==> config.mk <==
export PLATFORM = sky130hd
export DESIGN_NAME = mdu_sequencer
export DESIGN_NICKNAME = d
export VERILOG_FILES = /design/src/rtl/mips_pkg.sv /design/src/rtl/mdu_iter_step.sv /design/src/rtl/mdu_sequencer.sv
export SDC_FILE = /design/constraint.sdc
export NUM_CORES = 1
export LEC_CHECK = 0
export ABC_CLOCK_PERIOD_IN_PS = 7600
export BUFFER_PORTS_ARGS = -buffer_cell sky130_fd_sc_hd__buf_2
export CAP_MARGIN = 20
export CORE_ASPECT_RATIO = 1.4
export CORE_MARGIN = 2
export CORE_UTILIZATION = 55
export DETAILED_ROUTE_END_ITERATION = 10
export PLACE_DENSITY = 0.74
export SYNTH_ARGS = -nofsm -noshare
export SYNTH_HDL_FRONTEND = slang
export SYNTH_SLANG_ARGS = --single-unit
export TNS_END_PERCENT = 20
==> constraint.sdc <==
create_clock -name clk -period 7.6 [get_ports clk]
set_input_delay 0 -clock clk [delete_from_list [all_inputs] [get_ports clk]]
set_output_delay 0 -clock clk [all_outputs]
set_load 0.03 [all_outputs]
==> src/rtl/mips_pkg.sv <==
// Shared MDU types: op codes, sequencer states and the divide-by-zero LO value.
package mips_pkg;

  typedef enum logic [2:0] {
    MULT  = 3'b000,
    MULTU = 3'b001,
    DIV   = 3'b010,
    DIVU  = 3'b011,
    MUL   = 3'b100,
    MTHI  = 3'b101,
    MTLO  = 3'b110,
    NOP   = 3'b111
  } mdu_op_e;

  typedef enum logic [1:0] {
    IDLE = 2'd0,
    MRUN = 2'd1,
    DRUN = 2'd2,
    FIX  = 2'd3
  } mdu_state_e;

  localparam logic [31:0] MDU_DIV0_LO = 32'hFFFF_FFFF;

endpackage

==> src/rtl/mdu_iter_step.sv <==
// One combinational MDU iteration: shift-add accumulate (multiply) or one
// restoring shift-subtract step (divide) on the {hi, lo} working pair.
module mdu_iter_step #(
  parameter int WIDTH = 32
) (
  input  logic               div_i,
  input  logic [WIDTH-1:0]   hi_i,
  input  logic [WIDTH-1:0]   lo_i,
  input  logic [2*WIDTH-1:0] mcand_i,
  input  logic               mbit_i,
  output logic [WIDTH-1:0]   hi_o,
  output logic [WIDTH-1:0]   lo_o
);

  logic [2*WIDTH-1:0] sum;
  logic [WIDTH:0]     diff;

  always_comb begin
    sum  = {hi_i, lo_i} + (mbit_i ? mcand_i : '0);
    // divisor sits in the low half of mcand_i during a divide
    diff = {hi_i, lo_i[WIDTH-1]} - {1'b0, mcand_i[WIDTH-1:0]};
    if (!div_i) begin
      {hi_o, lo_o} = sum;
    end else if (!diff[WIDTH]) begin
      hi_o = diff[WIDTH-1:0];
      lo_o = {lo_i[WIDTH-2:0], 1'b1};
    end else begin
      hi_o = {hi_i[WIDTH-2:0], lo_i[WIDTH-1]};
      lo_o = {lo_i[WIDTH-2:0], 1'b0};
    end
  end

endmodule

==> src/rtl/mdu_sequencer.sv <==
// Iterative multiply/divide unit with HI/LO and a stall interface to the hazard unit.
// Optional MDU_EARLY_OUT_EN: multiply ends once the remaining multiplier bits are zero.
module mdu_sequencer
  import mips_pkg::*;
#(
  parameter int WIDTH = 32,
  parameter int CNT_W = 6
) (
  input  logic             clk,
  input  logic             reset,
  input  logic             start,
  input  logic [2:0]       op,
  input  logic             flush,
  input  logic [WIDTH-1:0] rs_val,
  input  logic [WIDTH-1:0] rt_val,
  input  logic             rd_req,
  output logic             busy,
  output logic             stall,
  output logic             done,
  output logic [WIDTH-1:0] hi,
  output logic [WIDTH-1:0] lo
);

  mdu_state_e         state_q, state_d;
  mdu_op_e            op_e;
  logic [CNT_W-1:0]   cnt_q, cnt_d;
  logic [WIDTH-1:0]   hi_q, hi_d, lo_q, lo_d;
  logic [WIDTH-1:0]   w_hi_q, w_hi_d, w_lo_q, w_lo_d;
  logic [2*WIDTH-1:0] mcand_q, mcand_d;
  logic [WIDTH-1:0]   mplier_q, mplier_d;
  logic               done_q, done_d;
  logic               is_div_q, is_div_d, neg_p_q, neg_p_d, neg_r_q, neg_r_d, div0_q, div0_d;
  logic               accept, iter_op, signed_op, a_neg, b_neg;
  logic [WIDTH-1:0]   abs_a, abs_b, step_hi, step_lo, quo, rem;
  logic [2*WIDTH-1:0] prod;

  assign op_e = mdu_op_e'(op);

  mdu_iter_step #(.WIDTH(WIDTH)) u_step (
    .div_i   (state_q == DRUN),
    .hi_i    (w_hi_q),
    .lo_i    (w_lo_q),
    .mcand_i (mcand_q),
    .mbit_i  (mplier_q[0]),
    .hi_o    (step_hi),
    .lo_o    (step_lo)
  );

  always_comb begin
    state_d  = state_q;
    cnt_d    = cnt_q;
    hi_d     = hi_q;
    lo_d     = lo_q;
    done_d   = 1'b0;
    w_hi_d   = w_hi_q;
    w_lo_d   = w_lo_q;
    mcand_d  = mcand_q;
    mplier_d = mplier_q;
    is_div_d = is_div_q;
    neg_p_d  = neg_p_q;
    neg_r_d  = neg_r_q;
    div0_d   = div0_q;
    accept    = start && !flush && (state_q == IDLE) && (op_e != NOP);
    iter_op   = op_e inside {MULT, MULTU, DIV, DIVU, MUL};
    signed_op = op_e inside {MULT, DIV, MUL};
    a_neg     = signed_op & rs_val[WIDTH-1];
    b_neg     = signed_op & rt_val[WIDTH-1];
    abs_a     = a_neg ? -rs_val : rs_val;
    abs_b     = b_neg ? -rt_val : rt_val;
    prod      = {w_hi_q, w_lo_q};
    quo       = w_lo_q;
    rem       = w_hi_q;
    case (state_q)
      IDLE: begin
        if (accept) begin
          if (op_e == MTHI) begin
            hi_d   = rs_val;
            done_d = 1'b1;
          end else if (op_e == MTLO) begin
            lo_d   = rs_val;
            done_d = 1'b1;
          end else begin
            cnt_d    = CNT_W'(WIDTH);
            w_hi_d   = '0;
            is_div_d = op_e inside {DIV, DIVU};
            neg_p_d  = a_neg ^ b_neg;
            neg_r_d  = a_neg;
            div0_d   = (rt_val == '0);
            if (op_e inside {DIV, DIVU}) begin
              w_lo_d  = abs_a;
              mcand_d = {{WIDTH{1'b0}}, abs_b};
              state_d = DRUN;
            end else begin
              w_lo_d   = '0;
              mcand_d  = {{WIDTH{1'b0}}, abs_a};
              mplier_d = abs_b;
              state_d  = MRUN;
            end
          end
        end
      end
      MRUN: begin
        w_hi_d   = step_hi;
        w_lo_d   = step_lo;
        mcand_d  = mcand_q << 1;
        mplier_d = mplier_q >> 1;
        cnt_d    = cnt_q - CNT_W'(1);
        if (cnt_q == CNT_W'(1)) state_d = FIX;
`ifdef MDU_EARLY_OUT_EN
        else if (mplier_q[WIDTH-1:1] == '0) state_d = FIX;
`endif
      end
      DRUN: begin
        w_hi_d = step_hi;
        w_lo_d = step_lo;
        cnt_d  = cnt_q - CNT_W'(1);
        if (cnt_q == CNT_W'(1)) state_d = FIX;
      end
      FIX: begin
        // divide-by-zero quotient is forced; the remainder already equals |dividend|
        if (is_div_q) begin
          lo_d = div0_q ? WIDTH'(MDU_DIV0_LO) : (neg_p_q ? -quo : quo);
          hi_d = neg_r_q ? -rem : rem;
        end else begin
          if (neg_p_q) prod = -prod;
          hi_d = prod[2*WIDTH-1:WIDTH];
          lo_d = prod[WIDTH-1:0];
        end
        done_d  = 1'b1;
        state_d = IDLE;
      end
      default: state_d = IDLE;
    endcase
  end

  always_ff @(posedge clk) begin
    if (reset) begin
      state_q  <= IDLE;
      cnt_q    <= '0;
      hi_q     <= '0;
      lo_q     <= '0;
      done_q   <= 1'b0;
      w_hi_q   <= '0;
      w_lo_q   <= '0;
      mcand_q  <= '0;
      mplier_q <= '0;
      is_div_q <= 1'b0;
      neg_p_q  <= 1'b0;
      neg_r_q  <= 1'b0;
      div0_q   <= 1'b0;
    end else begin
      state_q  <= state_d;
      cnt_q    <= cnt_d;
      hi_q     <= hi_d;
      lo_q     <= lo_d;
      done_q   <= done_d;
      w_hi_q   <= w_hi_d;
      w_lo_q   <= w_lo_d;
      mcand_q  <= mcand_d;
      mplier_q <= mplier_d;
      is_div_q <= is_div_d;
      neg_p_q  <= neg_p_d;
      neg_r_q  <= neg_r_d;
      div0_q   <= div0_d;
    end
  end

  assign busy  = (state_q != IDLE);
  assign stall = (busy & (rd_req | start)) | (accept & iter_op & rd_req);
  assign done  = done_q;
  assign hi    = hi_q;
  assign lo    = lo_q;

endmodule
==> out/results.ini <==
[sta]
skew_ps = 16.8
post-route-min-period_ps = 4660
worst_pin_slew_ps = 1130
hold_viol_final = 0
fin_crit_sh_pct = 61.3
final_max_slew_viol_count = 0
max_freq_ghz = 0.215
relSlewSlack_pct = 23.7
setup_viol = 0
hold_slack_ps = 15.4
tns_ps = 0
rsz0062_at_grt = no

[layout]
synthToLayoutAreaGrowth_pct = 12.2
final_nets = 2949
final_cell_count_no_fill = 3247
drive_gt1_share_pct = 9.28
final_common_cell = a21oi_1
fin_area_mm2 = 0.0219
mostFrequentLayoutCells = a21oi_1, nor2_1, nand2_1

[place]
place_area_mm2 = 0.0204
port_buffers = 138
gp_congestion = 1.05
post-dp-hpwl_um = 57000
dp.cells = 3136

[synthesis]
ys_types = 81
postSynthCellCount = 2699
synth_top_flop_cell = dfxtp_1
synth_area_mm2 = 0.0195
async_reset_ff_share_pct = 0
synth_fp_nets = 2878
seq_area_frac_synth_pct = 24.3
synth-seq-cells = 237
synth-edff-count = 0
synth_area_per_cell_um2 = 7.24
yosysWarningCount = 0

[worst_setup_path]
critPathLaunch = quo[17]
cp-start-kind = flop
worstPathCellList = or4_1 -> or4_1 -> nor4_1 -> nand4b_1 -> nand2_1 -> o21ai_0 -> xor2_1 -> mux2i_1 -> a211oi_1 -> dlygate4sd3_1
rr_startpoint = quo[17]
arrival_ps = 5180
crit_path_end_kind = flop
crit_path_frequent_cell = or4_1
max_stage_delay_ps = 660
worstSetupPathType = flop to flop
path_buf_inv = 1
critPathSlowestCell = nor4_1
cp_top_family = simple AND/OR/NAND/NOR gates
cp_max_fo = 11
cp.required_ps = 8120

[power_and_ir_drop]
p_int_w = 0.00306
pwr-share-comb_pct = 45.8
p_sw_w = 0.00251
p_per_area_mw_per_mm2 = 254
swShare_pct = 45.1
p_seq_share_pct = 29.9
p_clk_share_pct = 24.3
ir_worst_vdd_mv = 0.174
leakagePower_nw = 8.86

[drt]
viasPerCell = 6.63
drcViolationCount = 0
ant_nets = 0
via_count = 21500
drt_iter0_markers = 2213
wl_um = 77400
wl_per_cell_um = 23.8
first_pass_iters = 8

[min_path]
holdCritStartpoint = rs_val[4]
hold_class = primary input to flop

[clock_tree]
cts_setup_buffers = 0
cts.path.max_buffers = 3
clk_pin_slew_ps = 70
cts-root-buf = clkbuf_16
numCtsBuffers = 26
clk_latency_ps = 590
htree_levels = 1
cts_tree = yes
clkSinkCount = 237

[floorplan]
rows = 81
die_w_um = 163
boundaryPins = 139
core_area_mm2 = 0.0350
initial_core_util_pct = 55.9
dieArea_mm2 = 0.0371
fp.dieH_um = 227

[grt]
grt_overflow = 0
antenna_found_initial = 4
grt_pass1_wl_um = 116000
grt_max_degree = 82
first_global_vias = 20300
grt_usage_pct = 40.6

[outcome]
status = finished, final reports clean

[job]
drv_cap = 0

## synthesized netlist by cell type, drive strengths merged, types with 6 or more instances
| master | number | area share (%) |
|---|---|---|
| mux2i | 43 | 2.2 |
| o31ai | 22 | 0.87 |
| xor2 | 77 | 3.5 |
| a21oi | 309 | 7.9 |
| o21bai | 25 | 0.96 |
| nand4 | 29 | 0.93 |
| nor2 | 281 | 5.4 |
| inv | 84 | 1.6 |
| o221ai | 26 | 1.2 |
| a22oi | 17 | 0.65 |
| a211oi | 122 | 4.7 |
| and2 | 79 | 2.5 |
| nor2b | 16 | 0.51 |
| and3 | 9 | 0.29 |
| xnor2 | 121 | 5.4 |
| nor4 | 18 | 0.58 |
| nand2 | 278 | 5.3 |
| a221oi | 21 | 0.94 |
| a211o | 9 | 0.40 |
| nand3 | 67 | 1.7 |
| o41ai | 12 | 0.58 |
| o211ai | 24 | 0.92 |
| o21ai | 153 | 3.9 |
| a31oi | 37 | 1.2 |
| buf | 15 | 0.36 |
| o21a | 13 | 0.54 |
| or2 | 11 | 0.35 |
| or4 | 20 | 0.85 |
| nand2b | 15 | 0.48 |
| or3 | 23 | 0.75 |
| a21o | 52 | 2.0 |
| nor3 | 65 | 1.7 |
| dfxtp | 237 | 24 |
| ha | 105 | 6.7 |
| o31a | 6 | 0.28 |
| o22ai | 6 | 0.19 |
| a31o | 6 | 0.27 |
| clkbuf | 167 | 3.2 |
## routing by layer
metal | GRT usage [%] | up-vias | part of all wire (%)
met1 | 46.7 | 10000 | 36
met3 | 9.51 | 350 | 10
li1 | - | 9942 | -
met2 | 66.1 | 1212 | 45
met5 | 0 | - | 0.056
met4 | 29.1 | 6 | 8.6
## power groups by stage
| stage | clock network, W | registers [W] | logic (W) |
|---|---|---|---|
| after detailed placement | 0 | 0.00167 | 0.00242 |
| after global placement | 0 | 0.00167 | 0.00239 |
| after global routing | 0.00141 | 0.00168 | 0.00273 |
| after CTS | 0.00136 | 0.00165 | 0.00246 |
| after floorplan | 0 | 0.00161 | 0.00175 |
| final | 0.00136 | 0.00166 | 0.00255 |
## worst min-delay path: cells and delay by family
| kind | cells | cell delay, ps |
|---|---|---|
| buffers and inverters | 1 | 130 |
| AO/OA/AOI/OAI | 2 | 190 |
| AND/OR/NAND/NOR | 2 | 220 |
## area by class of cell
type / instances / area, µm²
fillers: 3189 / 13000
clock inverters: 15 / 145
diodes: 1 / 2.50
inverters: 84 / 315
repair buffers: 225 / 1540
clock buffers: 33 / 748
multi-input cells: 2196 / 13900
flip-flops and latches: 237 / 4740
well taps: 456 / 571
## repair_timing
action	CTS	global route
resized for setup	0	0
hold buffers	60	0
hold endpoints to repair	106	0
## per-stage QoR
stage | setup WS (ps) | total power [W] | utilization, %
global placement | 3350 | 0.00406 | 58.2
finish | 2940 | 0.00557 | 62.7
CTS | 3120 | 0.00547 | 62.5
global route | 2910 | 0.00582 | 62.7
floorplan | 4050 | 0.00336 | -
detailed placement | 3310 | 0.00409 | 58.3
## logic make-up (layout without fill, tap and decap cells)
logic type | after synthesis | count (layout) | synth area share, %
flip-flops | 237 | 237 | 24.3
adder cells (fa/ha/maj) | 107 | 107 | 6.93
buffers and inverters | 266 | 357 | 5.18
AND/OR/NAND/NOR | 931 | 931 | 22.3
AO/OA/AOI/OAI | 914 | 914 | 30.0
multiplexers | 46 | 46 | 2.38
XOR/XNOR | 198 | 198 | 8.88
other | 0 | 1 | 0
## worst paths after layout
kind | to | slack (ps) | cells past startpoint
worst min register to register | lo[9] | 450 | 2
worst max-delay path | hi[28] | 2940 | 10
worst min-delay path | hi[4] | 20 | 5
worst max register to register | hi[28] | 2940 | 10
## registers in the layout (all words and copies together) (netlist names)
name	cells
mcand_q	64
hi	32
lo	32
mplier_q	32
quo	32
rem	32
cnt_q	6
state_q	2
div0_q	1
done	1
is_div_q	1
neg_p_q	1
neg_r_q	1
No activity file was read; power rests on OpenSTA's default activity.
